## src/rtl/uart_receiver_r.sv

```systemverilog
// Oversampling UART receiver: start-bit detect, mid-bit sampling, LSB-first shift,
// stop-bit check with single-cycle rx_valid / frame_error strobes.
module uart_receiver_r #(
  parameter int DATA_BITS  = 8,
  parameter int OVERSAMPLE = 16
) (
  input  logic                 clk,
  input  logic                 rst_n,
  input  logic                 baud_rate_signal,
  input  logic                 rx,
  output logic [DATA_BITS-1:0] rx_data,
  output logic                 rx_valid,
  output logic                 frame_error,
  output logic                 rx_busy
);

  localparam int TW = $clog2(OVERSAMPLE);
  localparam int BW = $clog2(DATA_BITS) + 1;
  localparam logic [TW-1:0] TICK_HALF = TW'(OVERSAMPLE / 2 - 1);
  localparam logic [TW-1:0] TICK_LAST = TW'(OVERSAMPLE - 1);
  localparam logic [BW-1:0] BIT_LAST  = BW'(DATA_BITS - 1);

  typedef enum logic [1:0] {IDLE, START, DATA, STOP} state_t;

  state_t                 state_q, state_d;
  logic                   sync1_q, sync2_q;
  logic [TW-1:0]          tick_cnt_q, tick_cnt_d;
  logic [BW-1:0]          bit_cnt_q, bit_cnt_d;
  logic [DATA_BITS-1:0]   shift_q, shift_d;
  logic [DATA_BITS-1:0]   rx_data_q, rx_data_d;
  logic                   rx_valid_q, rx_valid_d;
  logic                   frame_error_q, frame_error_d;
  logic                   rx_busy_q, rx_busy_d;
  logic                   rx_s;

  assign rx_s = sync2_q;

  always_ff @(posedge clk or negedge rst_n) begin
    if (!rst_n) begin
      sync1_q       <= 1'b1;
      sync2_q       <= 1'b1;
      state_q       <= IDLE;
      tick_cnt_q    <= '0;
      bit_cnt_q     <= '0;
      shift_q       <= '0;
      rx_data_q     <= '0;
      rx_valid_q    <= 1'b0;
      frame_error_q <= 1'b0;
      rx_busy_q     <= 1'b0;
    end else begin
      sync1_q       <= rx;
      sync2_q       <= sync1_q;
      state_q       <= state_d;
      tick_cnt_q    <= tick_cnt_d;
      bit_cnt_q     <= bit_cnt_d;
      shift_q       <= shift_d;
      rx_data_q     <= rx_data_d;
      rx_valid_q    <= rx_valid_d;
      frame_error_q <= frame_error_d;
      rx_busy_q     <= rx_busy_d;
    end
  end

  always_comb begin
    state_d       = state_q;
    tick_cnt_d    = tick_cnt_q;
    bit_cnt_d     = bit_cnt_q;
    shift_d       = shift_q;
    rx_data_d     = rx_data_q;
    rx_valid_d    = 1'b0;
    frame_error_d = 1'b0;

    unique case (state_q)
      IDLE: begin
        // Start detection is edge-level on rx_s, independent of baud ticks
        if (!rx_s) begin
          state_d    = START;
          tick_cnt_d = '0;
        end
      end
      START: begin
        if (baud_rate_signal) begin
          if (tick_cnt_q == TICK_HALF) begin
            if (!rx_s) begin
              state_d    = DATA;
              tick_cnt_d = '0;
              bit_cnt_d  = '0;
            end else begin
              state_d    = IDLE;
            end
          end else begin
            tick_cnt_d = tick_cnt_q + TW'(1);
          end
        end
      end
      DATA: begin
        if (baud_rate_signal) begin
          if (tick_cnt_q == TICK_LAST) begin
            shift_d                = shift_q >> 1;
            shift_d[DATA_BITS-1]   = rx_s;
            tick_cnt_d             = '0;
            bit_cnt_d              = bit_cnt_q + BW'(1);
            if (bit_cnt_q == BIT_LAST) state_d = STOP;
          end else begin
            tick_cnt_d = tick_cnt_q + TW'(1);
          end
        end
      end
      STOP: begin
        if (baud_rate_signal) begin
          if (tick_cnt_q == TICK_LAST) begin
            // Return to IDLE at mid-stop so a following start edge is not missed
            if (rx_s) begin
              rx_data_d  = shift_q;
              rx_valid_d = 1'b1;
            end else begin
              frame_error_d = 1'b1;
            end
            state_d    = IDLE;
            tick_cnt_d = '0;
          end else begin
            tick_cnt_d = tick_cnt_q + TW'(1);
          end
        end
      end
      default: state_d = IDLE;
    endcase

    rx_busy_d = (state_d != IDLE);
  end

  assign rx_data     = rx_data_q;
  assign rx_valid    = rx_valid_q;
  assign frame_error = frame_error_q;
  assign rx_busy     = rx_busy_q;

endmodule

```

## config.mk

```make
export PLATFORM = sky130hd
export DESIGN_NAME = uart_receiver_r
export DESIGN_NICKNAME = d
export VERILOG_FILES = /design/src/rtl/uart_receiver_r.sv
export SDC_FILE = /design/constraint.sdc
export NUM_CORES = 1
export LEC_CHECK = 0
export BUFFER_PORTS_ARGS = -buffer_cell sky130_fd_sc_hd__buf_2
export CAP_MARGIN = 0
export CORE_MARGIN = 8
export CORE_UTILIZATION = 40
export DETAILED_ROUTE_END_ITERATION = 10
export GPL_ROUTABILITY_DRIVEN = 0
export PLACE_DENSITY = 0.59
export SYNTH_ARGS = -nofsm -noshare
export SYNTH_HDL_FRONTEND = slang
export SYNTH_SLANG_ARGS = --single-unit
```

## constraint.sdc

```tcl
create_clock -name clk -period 1.57 [get_ports clk]
set_input_delay 0.157 -clock clk [delete_from_list [all_inputs] [get_ports clk]]
set_output_delay 0.157 -clock clk [all_outputs]
set_load 0.01 [all_outputs]
```

# Word-level counts from Yosys, hierarchy flattened
# Index checks and enable logic that the tools add are counted.
# Widths: inputs -> output; s select.
[word_totals]
memories = 0
register_bits = 31
elab_cells = 62
latchBits = 0
mem_bits_rw = 0
rom_bits = 0
output_inout_bits = 11
[classes]
div_mod_pow = 0
n_lt_le_gt_ge = 0
n_reduce_logical = 8
shifts = 0
multipliers = 0
bitwise_logic = 0
n_addsub = 2
muxes = 30
n_eq_ne = 12
[ops]
columns = ["cell", "count"]
rows = [
  ["$mux 4", 10],
  ["$mux 2", 9],
  ["$pmux 4 s3", 1],
  ["$ne 2x2->1 const B", 5],
  ["$add 4x1->4 const B", 2],
  ["$eq 4x3->1 const B", 2],
  ["$mux 1", 8],
  ["$pmux 2 s4", 1],
  ["$pmux 4 s2", 1],
  ["$reduce_and 6->1", 1],
  ["$eq 2x2->1 const B", 2],
  ["$eq 4x4->1 const B", 1],
  ["$reduce_and 4->1", 1],
  ["$reduce_bool 2->1", 2],
  ["$reduce_and 3->1", 1],
  ["$eq 2x1->1 const B", 1],
  ["$logic_not 2->1", 1],
  ["$ne 2x1->1 const B", 1],
  ["$reduce_and 2->1", 1],
  ["$reduce_or 2->1", 1],
]

# Logic depth before layout (Yosys ltp)
# Gate-level depths: netlist of the first run.
[depth]
word_depth = 6
mapped_depth = 5

# Worst setup path after synthesis of the first run
# No wires, ideal clock.
[synth_timing]
path_type = "reg-to-reg"
start = "reg tick_cnt_q[0]"
end = "reg shift_q[0]"
arrival_ps = 1522
path_stages_with_launch = 6
path_buffers = 0
t_required_ps = 1445
synth_period_minus_slack_ps = 1647
slack_ps = -77
setup_ps = 125
path_cell_list = "dfrtp_1 -> ha_1 -> and3_4 -> nand2_4 -> nor3_4 -> mux2_2"
[synth_between]
elab_chain_cells = 2
[synth_rtl]
columns = ["element", "line", "rtl"]
rows = [
  ["from (decl)", "27", "logic [TW-1:0] tick_cnt_q, tick_cnt_d;"],
  ["from (signal assigned)", "54", "tick_cnt_q <= tick_cnt_d;"],
  ["$eq 4x4->1", "98", "if (tick_cnt_q == TICK_LAST) begin"],
  ["$reduce_and 3->1 (no line)", "--", ""],
  ["to (signal assigned)", "56", "shift_q <= shift_d;"],
  ["to (decl)", "29", "logic [DATA_BITS-1:0] shift_q, shift_d;"],
]
# No other way between the ends.
# A chain may end at the register's enable or synchronous reset.

# Worst setup path after layout of the first run
[layout_timing]
start = "reg tick_cnt_q[1]"
end = "reg shift_q[1]"
# The elaborated chain is that of the path after synthesis.

==> results of run 1 <==
==> layer usage <==
metal | part of all wire | up-vias | global-route usage
li1 | - | 480 | -
met1 | 0.46 | 478 | 0.1410
met2 | 0.47 | 12 | 0.1641
met3 | 0.051 | 5 | 0.04261
met4 | 0.019 | 0 | 0.04565
met5 | 0 | - | 0
==> sequential cells by signal, summed over array words and instances (netlist names) <==
signal	count
state_q	2
rx_s	1
frame_error	1
shift_q	8
rx_busy	1
tick_cnt_q	4
rx_data	8
sync1_q	1
rx_valid	1
bit_cnt_q	4
==> kinds of logic after synthesis <==
kind of cell / Yosys count
AND/OR/NAND/NOR: 28
adder cells (fa/ha/maj): 2
XOR/XNOR: 1
AO/OA/AOI/OAI: 24
flip-flops: 31
multiplexers: 17
buffers and inverters: 10
==> cells in the mapped netlist, types with 2 or more instances <==
master,count
dfstp_2,2
a22o_1,2
mux2_2,17
dfrtp_1,29
nor2_1,2
o21ai_0,7
a31oi_1,3
inv_1,6
ha_1,2
nor3_1,4
a21oi_1,3
nand2_1,9
nand3_1,2
==> per-stage QoR <==
stage	worst slack [ns]	hold WS, ns	total power [mW]	util
2_1_floorplan	-0.06388	-0.1386	1.339	-
3_3_place_gp	0.02845	0.2329	1.507	0.4822
3_5_place_dp	0.008906	0.2374	1.531	0.4822
4_1_cts	-0.001203	0.2579	2.200	0.5167
5_1_grt	-0.07600	0.2747	2.380	0.5253
6_report	0.01243	0.2607	2.227	0.5253
==> path summary, 6_finish.rpt <==
check	endpoint	slack, ns	depth (start not counted)
max	shift_q[1]$_DFFE_PN0P_	0.01	6
min	tick_cnt_q[2]$_DFFE_PN0P_	0.26	4
max reg2reg	shift_q[1]$_DFFE_PN0P_	0.01	6
min reg2reg	rx_s$_DFF_PN1_	0.36	0
max in group asynchronous	tick_cnt_q[3]$_DFFE_PN0P_	0.72	2
min in group asynchronous	bit_cnt_q[1]$_DFFE_PN0P_	0.38	2
==> final cells by class <==
cell class,count,area [um2]
fillers,311,1584
flip-flops and latches,31,782.0
multi-input cells,72,604.3
repair buffers,29,200.2
well taps,46,57.56
clock buffers,6,51.30
clock inverters,2,35.03
inverters,6,22.52
==> cell usage in the layout, fill, tap and decap left out, types with 3 or more instances in the layout <==
cell type and n:
a31oi_1 3, clkbuf_4 5, buf_4 12, a21oi_1 3, nor3_1 4, dfrtp_1 26
nand2_1 9, dfrtp_2 3, o21ai_0 6, mux2_2 15, inv_1 6, buf_2 14
==> what timing repair did <==
| action | CTS | global route |
|---|---|---|
| hold endpoints to repair | 30 | 0 |
| buffers inserted | 0 | 0 |
| pin swaps | 0 | 3 |
| setup endpoints to repair | 2 | 21 |
| gates resized for setup | 3 | 7 |
| hold buffers | 2 | 0 |
==> tightest hold or removal path, delay by kind of cell <==
family                    cells  cell delay (ns)
buffers and inverters         1             0.13
xor gates and xnor gates      1             0.11
and+or+nand+nor               1             0.08
AOI/OAI and AO/OA             1             0.07
==> power by group through the flow <==
stage / sequential, mW / clock, mW / combinational [mW]
floorplan: 0.946 / 0 / 0.393
global placement: 1.00 / 0 / 0.502
CTS: 0.995 / 0.676 / 0.529
finish: 1.01 / 0.663 / 0.557
detailed placement: 1.01 / 0 / 0.521
global route: 1.02 / 0.711 / 0.646
==> impl_metrics.toml, run 1 <==
[outcome]
outcome = "complete, no violations"

[die]
fp.coreArea_mm2 = 0.003337
fp.dieH_um = 75.09
ios = 15
initial_core_util = 0.4184
die_area_mm2 = 0.005638
rows = 21
fp.dieW_um = 75.09

[final_layout]
stdcell_count = 192
drive_gt1_frac = 0.4521
num_antenna_cells = 0
area_growth_syn_to_layout_pct = 25.54
final_nets = 151
design_area_mm2 = 0.001753

[sta]
setup_viol = 0
worst_slew_pin_slew_ns = 0.6728
timing.final.crit_period_ns = 1.558
max_slew_margin = 0.5514
rsz0062_at_grt = "yes"
finClkSkew_ns = 0.01023
maxSlewViolCount = 0
fin_tns_setup_ns = 0
hold_viol = 0
finalCritPeriodShare = 0.9921
max_freq_mhz = 642.0

[worst_setup_path]
slowest_delay_ns = 0.37
worstSetupStartpointType = "register"
r2r-start = "tick_cnt_q[1]$_DFFE_PN0P_"
crit_fanout = 10
cp.arrival_ns = 1.79
cp_slowest_cell = "dfrtp_1"
startpoint = "tick_cnt_q[1]$_DFFE_PN0P_"
cp-end-kind = "register"
crit_type = "reg -> reg"
cp.buffers_inverters = 1
crit_chain = "ha_2 > and3_4 > nand2_4 > nor3_4 > buf_12 > mux2_2"
cp.required_ns = 1.80
cp_top_family = "simple AND/OR/NAND/NOR gates"

[placed_design]
dpl-instance-area_mm2 = 0.001609
portBuffers = 14
hpwl_mm = 1.868
dp.cells = 182

[power]
swShare = 0.3146
pwr-share-comb = 0.250
p_seq_frac = 0.452
power.density_mw_per_mm2 = 1270
p_switching_mw = 0.7006
vdd_ir_drop_max_mv = 0.6507
clkPwrFrac = 0.298
power_leakage_nw = 0.8822
intPower_mw = 1.526

[grt]
grt.overflow.total = 0
grt_pass1_wl_mm = 4.761
grt_max_degree = 32
grt_usage = 0.1112
antenna_found_initial = 0
grt_pass1_vias = 991

[cts]
cts_buffer_depth = 2
cts_buffers = 5
cts-htree-levels = 2
clkLatencyLatePin_ns = 0.34
clock_sinks = 31
root_buffer = "clkbuf_4"
clk_transition_reported_paths_ns = 0.10
cts_tree = "built"

[drt]
vias = 975
wirelength_mm = 2.678
drt_iter0_markers = 37
drc_errors = 0
viasPerCell = 5.078
dr.pass1.iters = 4
drtAntennaViolNets = 0
wire_per_inst_um = 13.95

[synth]
synthCells = 113
synthXorXnorAreaFrac = 0.006272
synth_area_per_cell_um2 = 12.36
synth_compound_area_frac = 0.1165
netlist-cell-type-count = 38
synth_simple_gate_area_share = 0.1290
synth_edf_count = 0
synth_top_family_by_area = "multiplexers"
synth-seq-area-share = 0.5573
ys_top_cells_by_area = "dfrtp_1 (52%), mux2_2 (14%), dfstp_2 (3.8%)"
netlist.top_cell.by_area = "dfrtp_1"
yosysTopAreaCellShare = 0.5197
yosys-mux-area-fraction = 0.1371
yosys.area_share.adder = 0.01792
synth_seq_cells = 31
syn_nets = 119
synth-async-reset-ratio = 1.000
yosys_warnings = 0
synth_area_mm2 = 0.001396
synth-main-ff-cell = "dfrtp_1"

[flow_run]
cap_violations = 0

[min_path]
min-delay-start = "baud_rate_signal"
hold_class = "in -> reg"
Note: power is estimated with default switching activity, not from simulation.
==> run 2: changes to the inputs <==
REMOVE_ABC_BUFFERS = 1   (was default)
==> impl_metrics.toml, run 2 (same netlist as run 1, synthesis figures left out) <==
[outcome]
outcome = "complete, no violations"

[drt]
vias = 997
dr.pass1.iters = 4
drc_errors = 0
drtAntennaViolNets = 0
wirelength_mm = 2.598
viasPerCell = 5.139
wire_per_inst_um = 13.39
drt_iter0_markers = 48

[worst_setup_path]
crit_fanout = 9
slowest_delay_ns = 0.40
reg2regPathDepth = 6
cp.buffers_inverters = 1
cp.required_ns = 1.78
worstSetupStartpointType = "register"
cp-end-kind = "register"
cp_slowest_cell = "dfrtp_1"
crit_chain = "ha_4 > and3_4 > nand2_4 > nor3_4 > buf_12 > mux2_2"
cp.arrival_ns = 1.77
cp_top_family = "flip-flops"
crit_type = "reg -> reg"
cp_num_cells = 6
r2r-start = "tick_cnt_q[1]$_DFFE_PN0P_"
crit_end = "shift_q[5]$_DFFE_PN0P_"
rr_endpoint = "shift_q[5]$_DFFE_PN0P_"
startpoint = "tick_cnt_q[1]$_DFFE_PN0P_"
ff2ff_setup_slack_ns = 0.01

[sta]
rsz0062_at_grt = "yes"
hold_viol = 0
max_slew_margin = 0.5522
finalCritPeriodShare = 0.9907
max_freq_mhz = 642.9
finClkSkew_ns = 0.004641
maxSlewViolCount = 0
setup_viol = 0
worst_slew_pin_slew_ns = 0.6718
fin_tns_setup_ns = 0
timing.final.crit_period_ns = 1.555

[cts]
cts-htree-levels = 2
cts_tree = "built"
root_buffer = "clkbuf_4"
cts_buffers = 5
clk_transition_reported_paths_ns = 0.09
clock_sinks = 31
cts_buffer_depth = 2
clkLatencyLatePin_ns = 0.32

[power]
total_power_mw = 2.121
vdd_ir_drop_max_mv = 0.5695
power.density_mw_per_mm2 = 1209
power_leakage_nw = 0.8792

[die]
fp.dieW_um = 75.09
ios = 15
rows = 21
fp.coreArea_mm2 = 0.003337
fp.dieH_um = 75.09
initial_core_util = 0.4184
die_area_mm2 = 0.005638

[final_layout]
n_fill_cell = 323
area_growth_syn_to_layout_pct = 25.63
stdcell_count = 194
final_nets = 153
final_cell_mix = "dfrtp_1 (27), mux2_2 (16), buf_2 (14)"
seqCellArea_um2 = 780.7
drive_gt1_frac = 0.4459
num_antenna_cells = 0
layout_commonest_cell = "dfrtp_1"
multi_input_area_um2 = 616.8

[flow_run]
cap_violations = 0

[grt]
antenna_found_initial = 0
grt_pass1_wl_mm = 4.229
grt.overflow.total = 0
grt_usage = 0.1010
grt_pass1_vias = 899
grt_max_degree = 32

[min_path]
hold_class = "in -> reg"

[placed_design]
portBuffers = 14
hpwl_mm = 1.823
dp.cells = 182
## run 2: routing by layer
layer | share of wire | GRT usage | wire [um] | vias up
met4 | 0.014 | 0.05435 | 36 | 0
met5 | 0 | 0 | 0 | -
met2 | 0.46 | 0.1392 | 1201 | 27
li1 | - | - | - | 485
met3 | 0.056 | 0.04128 | 146 | 2
met1 | 0.47 | 0.1302 | 1214 | 483
## run 2: worst min-delay path by stage
stage / slack (ns) / cells past startpoint / start / to
2_1_floorplan: -0.14 / 0 / rst_n / bit_cnt_q[0]$_DFFE_PN0P_
3_3_place_gp: 0.23 / 1 / rst_n / state_q[0]$_DFF_PN0_
3_5_place_dp: 0.24 / 1 / rst_n / state_q[0]$_DFF_PN0_
4_1_cts: 0.25 / 4 / baud_rate_signal / tick_cnt_q[2]$_DFFE_PN0P_
5_1_grt: 0.28 / 4 / baud_rate_signal / tick_cnt_q[2]$_DFFE_PN0P_
6_report: 0.27 / 4 / baud_rate_signal / tick_cnt_q[2]$_DFFE_PN0P_
## run 2: layout make-up
type                    instances  share of cell area
clock buffers                   8             0.03923
inverters                       6             0.01284
multi-input cells              73              0.3516
flip-flops and latches         31              0.4451
well taps                      46             0.03281
repair buffers                 30              0.1184
## run 2: repair_timing
action                                 4_1_cts  5_1_grt
endpoints found under the hold margin       30        0
gates cloned                                 0        1
hold buffers                                 2        0
setup endpoints to repair                   11       20
setup buffers                                1        0
resized for setup                            2        8
pin swaps                                    2        3
## run 2: where the power goes
group | internal [mW] | switching (mW) | total [mW] | leakage, nW
clock | 0.263 | 0.255 | 0.518 | 0.0386
combinational | 0.293 | 0.311 | 0.604 | 0.435
sequential | 0.881 | 0.118 | 0.999 | 0.406
## run 2: per-stage QoR
stage | worst slack (ns) | hold WS [ns] | utilization | cell area [um2]
after floorplan | -0.08797 | -0.1386 | - | 1369
after global placement | 0.01768 | 0.2293 | 0.4814 | 1607
after detailed placement | -0.01729 | 0.2391 | 0.4814 | 1607
after CTS | 0.0006819 | 0.2525 | 0.5114 | 1707
after global routing | -0.05667 | 0.2752 | 0.5257 | 1754
final | 0.01466 | 0.2702 | 0.5257 | 1754
## run 2: worst register-to-register path: stages, from the launching register on
cell     delay (ns)
dfrtp_1        0.40
ha_4           0.17
and3_4         0.19
nand2_4        0.06
nor3_4         0.14
buf_12         0.15
mux2_2         0.33
==> run 3: changes to the inputs <==
CORE_UTILIZATION = 51   (was 40)
PLACE_DENSITY = 0.73   (was 0.59)
==> impl_metrics.toml, run 3 (same netlist as run 1, synthesis figures left out) <==
[outcome]
outcome = "complete, no violations"

[min_path]
min_to = "tick_cnt_q[2]$_DFFE_PN0P_"
min-delay-start = "baud_rate_signal"
whs_path_depth = 4
hold_class = "in -> reg"

[die]
die_area_mm2 = 0.004668
fp.dieW_um = 68.33
initial_core_util = 0.5198
fp.dieH_um = 68.33
ios = 15
fp.coreArea_mm2 = 0.002686
rows = 19

[cts]
root_buffer = "clkbuf_4"
cts-htree-levels = 2
cts_tree = "built"
cts_buffer_depth = 2
clock_sinks = 31
clkLatencyLatePin_ns = 0.32
clk_transition_reported_paths_ns = 0.10
cts_buffers = 5

[final_layout]
n_fill_cell = 226
num_antenna_cells = 0
final_cell_mix = "dfrtp_1 (27), mux2_2 (16), buf_2 (14)"
stdcell_count = 178
drive_gt1_frac = 0.4422
layout_commonest_cell = "dfrtp_1"
area_growth_syn_to_layout_pct = 24.55
final_nets = 152
design_area_mm2 = 0.001739

[placed_design]
dpl-instance-area_mm2 = 0.001580
pre_cts_ws_ns = -0.01793
dp.cells = 166
portBuffers = 14
hpwl_mm = 1.799

[worst_setup_path]
r2r-start = "tick_cnt_q[1]$_DFFE_PN0P_"
cp-end-kind = "register"
rr_endpoint = "shift_q[0]$_DFFE_PN0P_"
cp.arrival_ns = 1.75
crit_type = "reg -> reg"
reg2regPathDepth = 6
cp.required_ns = 1.79
ff2ff_setup_slack_ns = 0.03
crit_fanout = 10
worstSetupStartpointType = "register"

[grt]
grt_usage = 0.1246
grt.overflow.total = 0
antenna_found_initial = 0
grt_pass1_vias = 968
grt_pass1_wl_mm = 4.388
grt_max_degree = 32

[sta]
finClkSkew_ns = 0.01724
max_freq_mhz = 650.7
maxSlewViolCount = 0
hold_viol = 0
whs_ns = 0.2744
rsz0062_at_grt = "yes"
timing.final.crit_period_ns = 1.537
finalWorstSetupSlack_ns = 0.03314
worst_slew_pin_slew_ns = 0.6647
max_slew_margin = 0.5569
finalCritPeriodShare = 0.9789
setup_viol = 0

[power]
p_seq_frac = 0.446
vdd_ir_drop_max_mv = 1.460
intPower_mw = 1.561
power.density_mw_per_mm2 = 1296
pwr-share-comb = 0.269
clkPwrFrac = 0.284
total_power_mw = 2.254
swShare = 0.3075
power_leakage_nw = 0.8868
p_switching_mw = 0.6932

[drt]
drt_iter0_markers = 40
wirelength_mm = 2.622
drc_errors = 0
wire_per_inst_um = 14.73
vias = 994
drtAntennaViolNets = 0
viasPerCell = 5.584
dr.pass1.iters = 4

[flow_run]
cap_violations = 0
## run 3: power by group through the flow
stage / Sequential [mW] / Combinational (mW) / Clock (mW)
2_1_floorplan: 1.00 / 0.291 / 0
4_1_cts: 1.00 / 0.578 / 0.658
3_5_place_dp: 0.999 / 0.520 / 0
3_3_place_gp: 0.992 / 0.502 / 0
5_1_grt: 1.02 / 0.676 / 0.694
6_report: 1.01 / 0.607 / 0.641
## run 3: metrics by stage
stage               setup TNS (ns)    util
global route               -0.2976  0.6474
CTS                              0  0.6386
detailed placement         -0.1634  0.5883
global placement                 0  0.5883
floorplan                  -0.7038       -
finish                           0  0.6474
## run 3: final cells by class
cell class              instances  area (um2)  share of cell area
inverters                       6       22.52             0.01295
flip-flops and latches         31       780.7              0.4489
repair buffers                 30       207.7              0.1194
well taps                      31       38.79             0.02230
multi-input cells              72       603.1              0.3468
clock buffers                   6       51.30             0.02950
clock inverters                 2       35.03             0.02014
## run 3: how the worst max path moves through the flow
stage	start	endpoint	slack, ns
after detailed placement	tick_cnt_q[0]$_DFFE_PN0P_	rx_data[1]$_DFFE_PN0P_	-0.02
after CTS	tick_cnt_q[1]$_DFFE_PN0P_	shift_q[6]$_DFFE_PN0P_	0.006
final	tick_cnt_q[1]$_DFFE_PN0P_	shift_q[0]$_DFFE_PN0P_	0.03
after floorplan	tick_cnt_q[0]$_DFFE_PN0P_	shift_q[0]$_DFFE_PN0P_	-0.09
after global routing	tick_cnt_q[1]$_DFFE_PN0P_	shift_q[0]$_DFFE_PN0P_	-0.04
after global placement	tick_cnt_q[0]$_DFFE_PN0P_	shift_q[6]$_DFFE_PN0P_	0.03
## run 3: worst max-delay path, cell delays in order (launching register included)
cell and delay, ns:
dfrtp_1 0.40, ha_4 0.16, and3_4 0.20, nand2_4 0.06, nor3_4 0.15, buf_12 0.15
mux2_2 0.33
## run 3: timing repair
action,in CTS,in global routing
hold buffers,2,0
pin swaps,1,1
resized for setup,4,5
endpoints found under the setup margin,19,17
hold endpoints to repair,30,0
setup buffers,1,1
## run 3: routing by layer
metal	up-vias	part of all wire	global-route usage	routed length, um
met2	19	0.47	0.1899	1238
met1	491	0.45	0.1446	1182
met5	-	0	0	0
met3	6	0.053	0.05401	140
li1	478	-	-	-
met4	0	0.023	0.06905	60
